`config.mk`:
```
export PLATFORM = sky130hd
export DESIGN_NAME = btn_ctrl
export DESIGN_NICKNAME = d
export VERILOG_FILES = /design/src/rtl/btn_ctrl.sv
export SDC_FILE = /design/constraint.sdc
export NUM_CORES = 1
export LEC_CHECK = 0
export CAP_MARGIN = 20
export CORE_MARGIN = 2
export CORE_UTILIZATION = 25
export CTS_CLUSTER_DIAMETER = 40
export CTS_CLUSTER_SIZE = 24
export DETAILED_ROUTE_END_ITERATION = 7
export PLACE_DENSITY = 0.38
export SYNTH_ARGS = -nofsm -noshare
export SYNTH_HDL_FRONTEND = slang
export SYNTH_SLANG_ARGS = --single-unit
```
`constraint.sdc`:
```
create_clock -name CLK -period 2.1 [get_ports CLK]
set_input_delay 0.42 -clock CLK [delete_from_list [all_inputs] [get_ports CLK]]
set_output_delay 0.42 -clock CLK [all_outputs]
set_load 0.005 [all_outputs]
```
`src/rtl/btn_ctrl.sv`:
```
// Three-button front end: synchronise, debounce and turn presses into one-cycle commands.
// Define BTN_AUTOREP_EN to build hold-to-repeat on the hour and minute keys.

module btn_key #(
  parameter int unsigned DEB_MS      = 20
`ifdef BTN_AUTOREP_EN
  ,
  parameter int unsigned REP_DLY_MS  = 500,
  parameter int unsigned REP_RATE_MS = 200,
  parameter bit          REP_EN      = 1'b1
`endif
) (
  input  logic clk,
  input  logic rst,
  input  logic ce,
  input  logic key,
  output logic pulse
);

  localparam int unsigned DC_W = 8;

  logic            s_meta;
  logic            s;
  logic            d;
  logic [DC_W-1:0] dc;
  logic            flip_c;
  logic            rise_c;
  logic            fall_c;

  // Two-flop synchroniser; s is the only view of the key used below.
  always_ff @(posedge clk or posedge rst) begin
    if (rst) begin
      s_meta <= 1'b0;
      s      <= 1'b0;
    end else begin
      s_meta <= key;
      s      <= s_meta;
    end
  end

  assign flip_c = ce && (s != d) && (dc == DC_W'(DEB_MS - 1));
  assign rise_c = flip_c && s;
  assign fall_c = flip_c && !s;

  // Debounce: any tick where s agrees with d restarts the stability count.
  always_ff @(posedge clk or posedge rst) begin
    if (rst) begin
      d  <= 1'b0;
      dc <= '0;
    end else if (ce) begin
      if (s == d) begin
        dc <= '0;
      end else if (flip_c) begin
        d  <= s;
        dc <= '0;
      end else begin
        dc <= dc + DC_W'(1);
      end
    end
  end

`ifdef BTN_AUTOREP_EN
  localparam int unsigned RC_W = 10;

  typedef enum logic [1:0] {IDLE, DELAY, REPEAT} state_t;

  state_t          state;
  state_t          state_n;
  logic [RC_W-1:0] rc;
  logic [RC_W-1:0] rc_n;
  logic            pulse_n;

  always_ff @(posedge clk or posedge rst) begin
    if (rst) begin
      state <= IDLE;
      rc    <= '0;
      pulse <= 1'b0;
    end else begin
      state <= state_n;
      rc    <= rc_n;
      pulse <= pulse_n;
    end
  end

  // Release wins over a repeat tick landing on the same cycle.
  always_comb begin
    state_n = state;
    rc_n    = rc;
    pulse_n = 1'b0;
    case (state)
      IDLE: begin
        if (rise_c) begin
          state_n = DELAY;
          rc_n    = '0;
          pulse_n = 1'b1;
        end
      end
      DELAY: begin
        if (fall_c) begin
          state_n = IDLE;
        end else if (ce && REP_EN) begin
          if (rc == RC_W'(REP_DLY_MS - 1)) begin
            state_n = REPEAT;
            rc_n    = '0;
            pulse_n = 1'b1;
          end else begin
            rc_n = rc + RC_W'(1);
          end
        end
      end
      REPEAT: begin
        if (fall_c) begin
          state_n = IDLE;
        end else if (ce) begin
          if (rc == RC_W'(REP_RATE_MS - 1)) begin
            rc_n    = '0;
            pulse_n = 1'b1;
          end else begin
            rc_n = rc + RC_W'(1);
          end
        end
      end
      default: state_n = IDLE;
    endcase
  end
`else
  typedef enum logic {IDLE, DELAY} state_t;

  state_t state;
  state_t state_n;
  logic   pulse_n;

  always_ff @(posedge clk or posedge rst) begin
    if (rst) begin
      state <= IDLE;
      pulse <= 1'b0;
    end else begin
      state <= state_n;
      pulse <= pulse_n;
    end
  end

  always_comb begin
    state_n = state;
    pulse_n = 1'b0;
    case (state)
      IDLE: begin
        if (rise_c) begin
          state_n = DELAY;
          pulse_n = 1'b1;
        end
      end
      DELAY: begin
        if (fall_c) state_n = IDLE;
      end
    endcase
  end
`endif

endmodule

module btn_ctrl #(
  parameter int unsigned DEB_MS      = 20,
  parameter int unsigned REP_DLY_MS  = 500,
  parameter int unsigned REP_RATE_MS = 200
) (
  input  logic CLK,
  input  logic RST,
  input  logic CE1,
  input  logic KEYH,
  input  logic KEYM,
  input  logic KEYC,
  output logic SETH,
  output logic SETM,
  output logic SCLR
);

  localparam bit CFG_OK = (DEB_MS >= 2) && (DEB_MS <= 255) &&
                          (REP_DLY_MS >= 2) && (REP_DLY_MS <= 1023) &&
                          (REP_RATE_MS >= 2) && (REP_RATE_MS <= 1023);

  if (!CFG_OK) begin : g_bad_cfg
    $error("btn_ctrl: timing parameter out of range");
  end

`ifdef BTN_AUTOREP_EN
  btn_key #(.DEB_MS(DEB_MS), .REP_DLY_MS(REP_DLY_MS), .REP_RATE_MS(REP_RATE_MS), .REP_EN(1'b1))
    u_key_h (.clk(CLK), .rst(RST), .ce(CE1), .key(KEYH), .pulse(SETH));
  btn_key #(.DEB_MS(DEB_MS), .REP_DLY_MS(REP_DLY_MS), .REP_RATE_MS(REP_RATE_MS), .REP_EN(1'b1))
    u_key_m (.clk(CLK), .rst(RST), .ce(CE1), .key(KEYM), .pulse(SETM));
  // Clear never repeats: it fires once per press however long it is held.
  btn_key #(.DEB_MS(DEB_MS), .REP_DLY_MS(REP_DLY_MS), .REP_RATE_MS(REP_RATE_MS), .REP_EN(1'b0))
    u_key_c (.clk(CLK), .rst(RST), .ce(CE1), .key(KEYC), .pulse(SCLR));
`else
  btn_key #(.DEB_MS(DEB_MS))
    u_key_h (.clk(CLK), .rst(RST), .ce(CE1), .key(KEYH), .pulse(SETH));
  btn_key #(.DEB_MS(DEB_MS))
    u_key_m (.clk(CLK), .rst(RST), .ce(CE1), .key(KEYM), .pulse(SETM));
  btn_key #(.DEB_MS(DEB_MS))
    u_key_c (.clk(CLK), .rst(RST), .ce(CE1), .key(KEYC), .pulse(SCLR));
`endif

endmodule

```
==> Word-level counts from Yosys, hierarchy flattened <==
Cells that the tools add are included.
{ "word_totals": {"regBits": 39, "in_bits": 6, "out_inout_bits": 3} }
{ "op_classes": {"add_sub_neg": 3, "n_eq_ne": 9, "mux": 18, "bitwise_logic": 6, "reduce_logical": 18} }
{ "ops": {"columns": ["op", "count"], "rows": [
  ["8-bit 2-to-1 mux", 6],
  ["8-bit by 1-bit adder with 8-bit output (second input constant)", 3],
  ["8-bit by 5-bit equality test with 1-bit output (second input constant)", 3],
  ["1-bit logical AND", 12],
  ["1-bit 2-to-1 mux", 9],
  ["3-bit AND reduction", 3],
  ["1-bit NOT", 6],
  ["1-bit case mux with 2 select lines", 3],
  ["1-bit equality test", 3],
  ["1-bit logical NOT", 3],
  ["1-bit inequality test", 3]
]} }

==> Depth between registers and ports, before layout <==
Gate-level depths: netlist of the first run.
{ "logic_depth": {"ltp_word": 6, "ltp_mapped": 5} }

==> Modules after synthesis <==
Synthesis of the first run repeated with hierarchy kept, for this count alone.
{ "unflattened": {"hier_cells": 147, "area_unflattened_um2": 1764.2} }
{ "modules_own_cells": {"columns": ["mod", "n_inst", "cells_per_inst", "area_each_um2", "seq_area_each_um2"], "rows": [
  ["btn_key", 3, 49, 588.1, 300.3]
]} }

==> Least setup slack after synthesis of the first run <==
No wires, ideal clock.
{ "synth_path": {"kind": "reg2reg", "from": "reg u_key_m.dc[0]", "to": "reg u_key_m.d", "arrival_time_ps": 1396, "setup_slack_ps": 579, "stages_incl_launch_ff": 5, "period_less_slack_ps": 1521, "cell_sequence": "dfrtp_1 ha_1 nor4bb_4 nand3_2 mux2_4"} }
{ "synth_via": {"elab_chain_cells": 3} }
{ "synth_lines": {"columns": ["item", "line_no", "text"], "rows": [
  ["start, declared", "25", "logic [DC_W-1:0] dc;"],
  ["start signal, assigned", "57", "dc <= dc + DC_W'(1);"],
  ["8-bit by 5-bit equality test with 1-bit output", "41", "assign flip_c = ce && (s != d) && (dc == DC_W'(DEB_MS - 1));"],
  ["1-bit logical AND", "41", null],
  ["3-bit AND reduction (no source line)", null, null],
  ["end signal, assigned", "54", "d <= s;"],
  ["end, declared", "24", "logic d;"]
]} }
Every way passes these cells.
A chain may end at the register's enable or synchronous reset.

==> Worst setup path in the final report of the first run <==
{ "layout_path": {"from": "reg u_key_h.dc[0]", "to": "reg u_key_h.dc[3]"} }
{ "layout_via": {"elab_chain_cells": 4, "elab_cells_between_ends": 5} }
{ "layout_lines": {"columns": ["item", "line_no", "text"], "rows": [
  ["start, declared", "25", null],
  ["start signal, assigned", "57", null],
  ["branches (longest 2 deep; another with 8-bit by 1-bit adder with 8-bit output)", null, null],
  ["8-bit 2-to-1 mux (*)", "53", "end else if (flip_c) begin"],
  ["8-bit 2-to-1 mux (*)", "51", "if (s == d) begin"]
]} }
Mark *: on every way between the ends.

==> results of run 1 <==
## critical path: stages, from the launching register on
cell      delay, ns
dfrtp_1        0.44
ha_1           0.26
nor4b_2        0.19
a211oi_2       0.48
a21oi_1        0.15
a31oi_1        0.18
## registers in the layout, summed over array words and instances (netlist names), named ones only
signal          count
u_key_c.dc          8
u_key_h.dc          8
u_key_m.dc          8
u_key_c.d           1
u_key_c.pulse       1
u_key_c.s           1
u_key_c.s_meta      1
u_key_h.pulse       1
u_key_h.s           1
u_key_h.s_meta      1
u_key_m.d           1
u_key_m.pulse       1
u_key_m.s           1
u_key_m.s_meta      1
## logic make-up after synthesis
logic type	count (synthesis)
muxes	6
and+or+nand+nor	48
AOI/OAI and AO/OA	36
adders and majority gates	6
xor gates and xnor gates	11
buffers and inverters	9
DFF	36
## area by class of cell
| type | instances | area [sq um] | area share |
|---|---|---|---|
| Clock buffer | 6 | 72.6 | 0.0345 |
| Clock inverter | 2 | 35.0 | 0.0167 |
| Inverter | 4 | 15.0 | 0.00715 |
| Multi-Input combinational cell | 107 | 835 | 0.397 |
| Sequential cell | 36 | 901 | 0.429 |
| Tap cell | 96 | 120 | 0.0572 |
| Timing Repair Buffer | 12 | 123 | 0.0584 |
## metal layers
| layer | up-vias | part of all wire | global-route usage |
|---|---|---|---|
| met3 | 2 | 0.033 | 0.0330 |
| met5 | - | 0 | 0 |
| li1 | 592 | - | - |
| met4 | 0 | 0.0087 | 0.0510 |
| met2 | 19 | 0.47 | 0.157 |
| met1 | 613 | 0.48 | 0.138 |
## final timing paths
path,startpoint,slack [ns],cells past startpoint,endpoint
setup / recovery,u_key_h.dc[0]$_DFFE_PP0P_,0.33,5,u_key_h.dc[3]$_DFFE_PP0P_
hold / removal,u_key_m.s_meta$_DFF_PP0_,0.35,0,u_key_m.s$_DFF_PP0_
setup reg to reg,u_key_h.dc[0]$_DFFE_PP0P_,0.33,5,u_key_h.dc[3]$_DFFE_PP0P_
hold reg to reg,u_key_m.s_meta$_DFF_PP0_,0.35,0,u_key_m.s$_DFF_PP0_
max in group asynchronous,RST,1.22,3,u_key_m.dc[2]$_DFFE_PP0P_
min in group asynchronous,RST,0.55,3,u_key_c.pulse$_DFF_PP0_
## power breakdown
part / leakage [nW] / internal, mW / switching (mW) / total, mW
sequential: 0.480 / 0.744 / 0.0893 / 0.834
clock: 0.0552 / 0.353 / 0.249 / 0.602
combinational: 0.333 / 0.0785 / 0.0957 / 0.174
## cells in the final DEF, fill, tap and decap left out, drive strengths merged, types with 2 or more instances in the layout
cell type / n
a21oi: 5
a31oi: 8
o21ai: 2
ha: 6
mux2i: 3
xnor2: 9
a22o: 6
nand2: 6
a211oi: 2
a211o: 2
o22ai: 2
clkdlybuf4s50: 8
buf: 4
a41oi: 2
nor3: 3
nand3: 13
mux2: 3
nand4: 4
nand2b: 3
o2bb2ai: 4
xor2: 2
dfrtp: 36
nor2: 7
nor3b: 3
and2: 3
clkbuf: 6
inv: 4
and3: 3
==> metrics.yaml, run 1 <==
status:
  run_status: "finished, final reports clean"
grt:
  antenna_found_initial: 0
  grt_pass1_vias: 1324
  grt_usage: 0.105
  overflow: 0
  grt_max_degree: 37
  grt_first_pass_wirelength_um: 6270
placed_design:
  preCtsSetupSlack_ns: 0.123
  port_buffers: 8
  place_area_sq_um: 1990
  place_congestion: 0.823
  dp_hpwl_um: 2420
  placed_cells: 255
synthesis:
  synth_area_per_cell_sq_um: 11.7
  synth_most_common_cell: "dfrtp_1"
  yosysTopAreaCellShare: 0.508
  synth-adder-area-share: 0.0424
  synth_top_family_by_area: "simple AND/OR/NAND/NOR gates"
  synth_top_cell_by_area: "dfrtp_1"
  synth_edf_count: 0
  synth_cells: 152
  muxShareOfSynthArea: 0.0381
  yosysSeqAreaShare: 0.508
  yosys-top-cells-count: "dfrtp_1 (36), nand3_1 (12), xnor2_1 (9)"
  yosys.area_share.simple: 0.174
  synthXorXnorAreaFrac: 0.0544
  synthTopCellsByArea: "dfrtp_1 (51%), xnor2_1 (4.4%), ha_1 (4.2%), nand3_1 (3.4%), a31oi_1 (2.8%)"
  syn_area_sq_um: 1770
  synth_compound_area_frac: 0.162
  synthesis.nets: 164
  ys_types: 42
  async_flop_share: 1.00
  ys_ff_latch: 36
  yosys_warnings: 0
  synth_ff_type: "dfrtp_1"
timing:
  fin_setup_tns_ns: 0
  timing.final.ws_setup_ns: 0.328
  rsz0062_at_grt: "false"
  finalCriticalPeriod_ns: 1.77
  skew_ns: 0.0121
  fin_hold_ws_ns: 0.354
  finalMaxSlewViolations: 0
  setup_violations: 0
  max_freq_mhz: 564
  hold_violations: 0
  finalCritPeriodShare: 0.844
  slew_headroom: 0.641
  worstMarginPinSlew_ns: 0.537
floorplan:
  ios: 9
  die_x_um: 88.2
  die-area_sq_um: 7780
  start_util: 0.259
  num_rows: 30
  core_sq_um: 6830
  die_h_um: 88.2
job:
  cap_violations: 0
clocking:
  htreeDepth: 2
  path_clk_slew_ns: 0.08
  clkLatencyLatePin_ns: 0.28
  cts_tree: "yes"
  root_buffer: "clkbuf_8"
  clockBufferDepth: 2
  cts_setup_buffers: 0
  clock_sinks: 36
  cts-resized-gates: 0
  hold_buffers: 0
  cts-buffers-inserted: 5
cells_and_area:
  finalNetCount: 178
  final_cells: 263
  area_delta_synth_final_pct: 18.6
  diodes: 0
  fillCellCount: 722
  utilization: 0.308
  drive_above_1_share: 0.150
  design_area_sq_um: 2100
power_and_ir_drop:
  p_leak_nw: 0.869
  power.density_nw_per_um2: 766
  p_total_mw: 1.61
  ir_drop_mv: 0.231
critical_path:
  worst_setup_path_start_kind: "flip-flop"
  crit_required_ns: 2.30
  crit_type: "reg -> reg"
  setup.worst_path.end_class: "flip-flop"
  cp.arrival_ns: 1.98
  crit_fanout: 7
drt:
  wl_per_cell_um: 13.6
  ant_nets: 0
  vias: 1226
  viasPerCell: 4.66
  wl_um: 3570
  drt-pass1-iter-count: 6
  drcViolationCount: 0
  drt_iter0_drc: 71
worst_hold_path:
  hp-class: "reg -> reg"
Power figures use the tool's default switching activity.
==> run 2: changes to the inputs <==
- clock period: 2.1 -> 1.7 ns (I/O delays scaled with it)
==> metrics.yaml, run 2 (synthesis results as in run 1) <==
timing:
  hold_violations: 0
  finalMaxSlewViolations: 0
  finalCritPeriodShare: 0.915
  timing.final.ws_setup_ns: 0.145
  worstMarginPinSlew_ns: 0.380
  fin_setup_tns_ns: 0
  finalCriticalPeriod_ns: 1.56
  skew_ns: 0.00310
  setup_violations: 0
  rsz0062_at_grt: "false"
  max_freq_mhz: 643
  fin_hold_ws_ns: 0.350
  slew_headroom: 0.745
placed_design:
  port_buffers: 8
  placed_cells: 268
  place_congestion: 0.766
  dp_hpwl_um: 2620
  place_area_sq_um: 2100
  preCtsSetupSlack_ns: 0.0141
clocking:
  cts-buffers-inserted: 5
  cts_tree: "yes"
  htreeDepth: 2
  cts-resized-gates: 0
  clock_sinks: 36
  clockBufferDepth: 2
  cts_setup_buffers: 0
  hold_buffers: 0
  clkLatencyLatePin_ns: 0.28
  path_clk_slew_ns: 0.07
  root_buffer: "clkbuf_8"
power_and_ir_drop:
  p_clk_frac: 0.335
  p_total_mw: 1.92
  ir_drop_mv: 0.270
  combPwrFrac: 0.135
  internal-power_mw: 1.41
  p_leak_nw: 0.932
  p_sw_frac: 0.266
  seq_power_share: 0.529
  p_switching_mw: 0.510
  power.density_nw_per_um2: 867
drt:
  wl_per_cell_um: 12.9
  drt_iter0_drc: 72
  drt-pass1-iter-count: 4
  ant_nets: 0
  drcViolationCount: 0
  vias: 1257
  viasPerCell: 4.57
  wl_um: 3550
cells_and_area:
  layout_commonest_cell: "dfrtp_1"
  diodes: 0
  area_delta_synth_final_pct: 24.6
  design_area_sq_um: 2210
  utilization: 0.323
  regArea_sq_um: 901
  top_regs: "u_key_c.dc: 8 flops, u_key_h.dc: 8 flops, u_key_m.dc: 8 flops"
  final_cell_mix: "dfrtp_1 (36), buf_4 (15), nand3_1 (12)"
  finalNetCount: 191
  drive_above_1_share: 0.212
  multiInputGateArea_sq_um: 843
  final_cells: 275
  fillCellCount: 714
floorplan:
  core_sq_um: 6830
  die-area_sq_um: 7780
  die_x_um: 88.2
  die_h_um: 88.2
  num_rows: 30
  start_util: 0.259
  ios: 9
critical_path:
  r2r-end: "u_key_m.dc[2]$_DFFE_PP0P_"
  r2r_cells: 6
  crit_fanout: 9
  r2r_setup_slack_ns: 0.14
  crit_required_ns: 1.89
  r2r_start: "u_key_m.dc[0]$_DFFE_PP0P_"
  setup.worst_path.end_class: "flip-flop"
  crit_type: "reg -> reg"
  worst_setup_path_start_kind: "flip-flop"
  cp.arrival_ns: 1.75
grt:
  antenna_found_initial: 0
  grt_max_degree: 37
  grt_pass1_vias: 1287
  overflow: 0
  grt_usage: 0.105
  grt_first_pass_wirelength_um: 6190
status:
  run_status: "finished, final reports clean"
worst_hold_path:
  hp-class: "reg -> reg"
  worstHoldStart: "u_key_m.s_meta$_DFF_PP0_"
  hold_path_depth: 0
  whs_endpoint: "u_key_m.s$_DFF_PP0_"
job:
  cap_violations: 0
## run 2: cell types whose count changed in the layout (fill, tap and decap cells not counted), sizes merged
cell    previous run  this run
clkinv             1         0
bufinv             1         0
clkbuf             6         7
buf                4        17
## run 2: worst max-delay path by stage
| stage | from | to | slack [ns] |
|---|---|---|---|
| 3_5_place_dp | CE1 | u_key_c.d$_DFFE_PP0P_ | 0.01 |
| 3_3_place_gp | CE1 | u_key_c.d$_DFFE_PP0P_ | 0.02 |
| 6_report | u_key_m.dc[0]$_DFFE_PP0P_ | u_key_m.dc[2]$_DFFE_PP0P_ | 0.14 |
| 2_1_floorplan | u_key_m.dc[0]$_DFFE_PP0P_ | u_key_m.d$_DFFE_PP0P_ | 0.18 |
| 4_1_cts | u_key_h.dc[1]$_DFFE_PP0P_ | u_key_h.dc[2]$_DFFE_PP0P_ | 0.06 |
| 5_1_grt | u_key_m.dc[0]$_DFFE_PP0P_ | u_key_m.dc[2]$_DFFE_PP0P_ | 0.05 |
## run 2: critical path, stage by stage (launching register included)
cell and delay (ns):
dfrtp_1 0.40, ha_1 0.23, nor4bb_4 0.18, a211oi_4 0.25, buf_12 0.15, nand2b_1 0.06, a31oi_1 0.19
## run 2: layout make-up
| class | count | share of cell area |
|---|---|---|
| multi-input cells | 107 | 0.382 |
| repair buffers | 25 | 0.105 |
| well taps | 96 | 0.0544 |
| inverters | 4 | 0.00680 |
| clock buffers | 7 | 0.0436 |
| flip-flops and latches | 36 | 0.408 |
## run 2: power by group through the flow
stage	sequential (mW)	clock (mW)	combinational, mW
6_report	1.01	0.642	0.259
5_1_grt	1.03	0.718	0.294
4_1_cts	1.01	0.679	0.264
3_5_place_dp	1.03	0	0.263
3_3_place_gp	1.03	0	0.258
2_1_floorplan	1.01	0	0.166
## run 2: layer usage
metal | wire length (um) | track usage | up-vias
li1 | - | - | 617
met1 | 1650 | 0.132 | 622
met2 | 1750 | 0.167 | 12
met3 | 96 | 0.0339 | 6
met4 | 59 | 0.0455 | 0
met5 | 0 | 0 | -
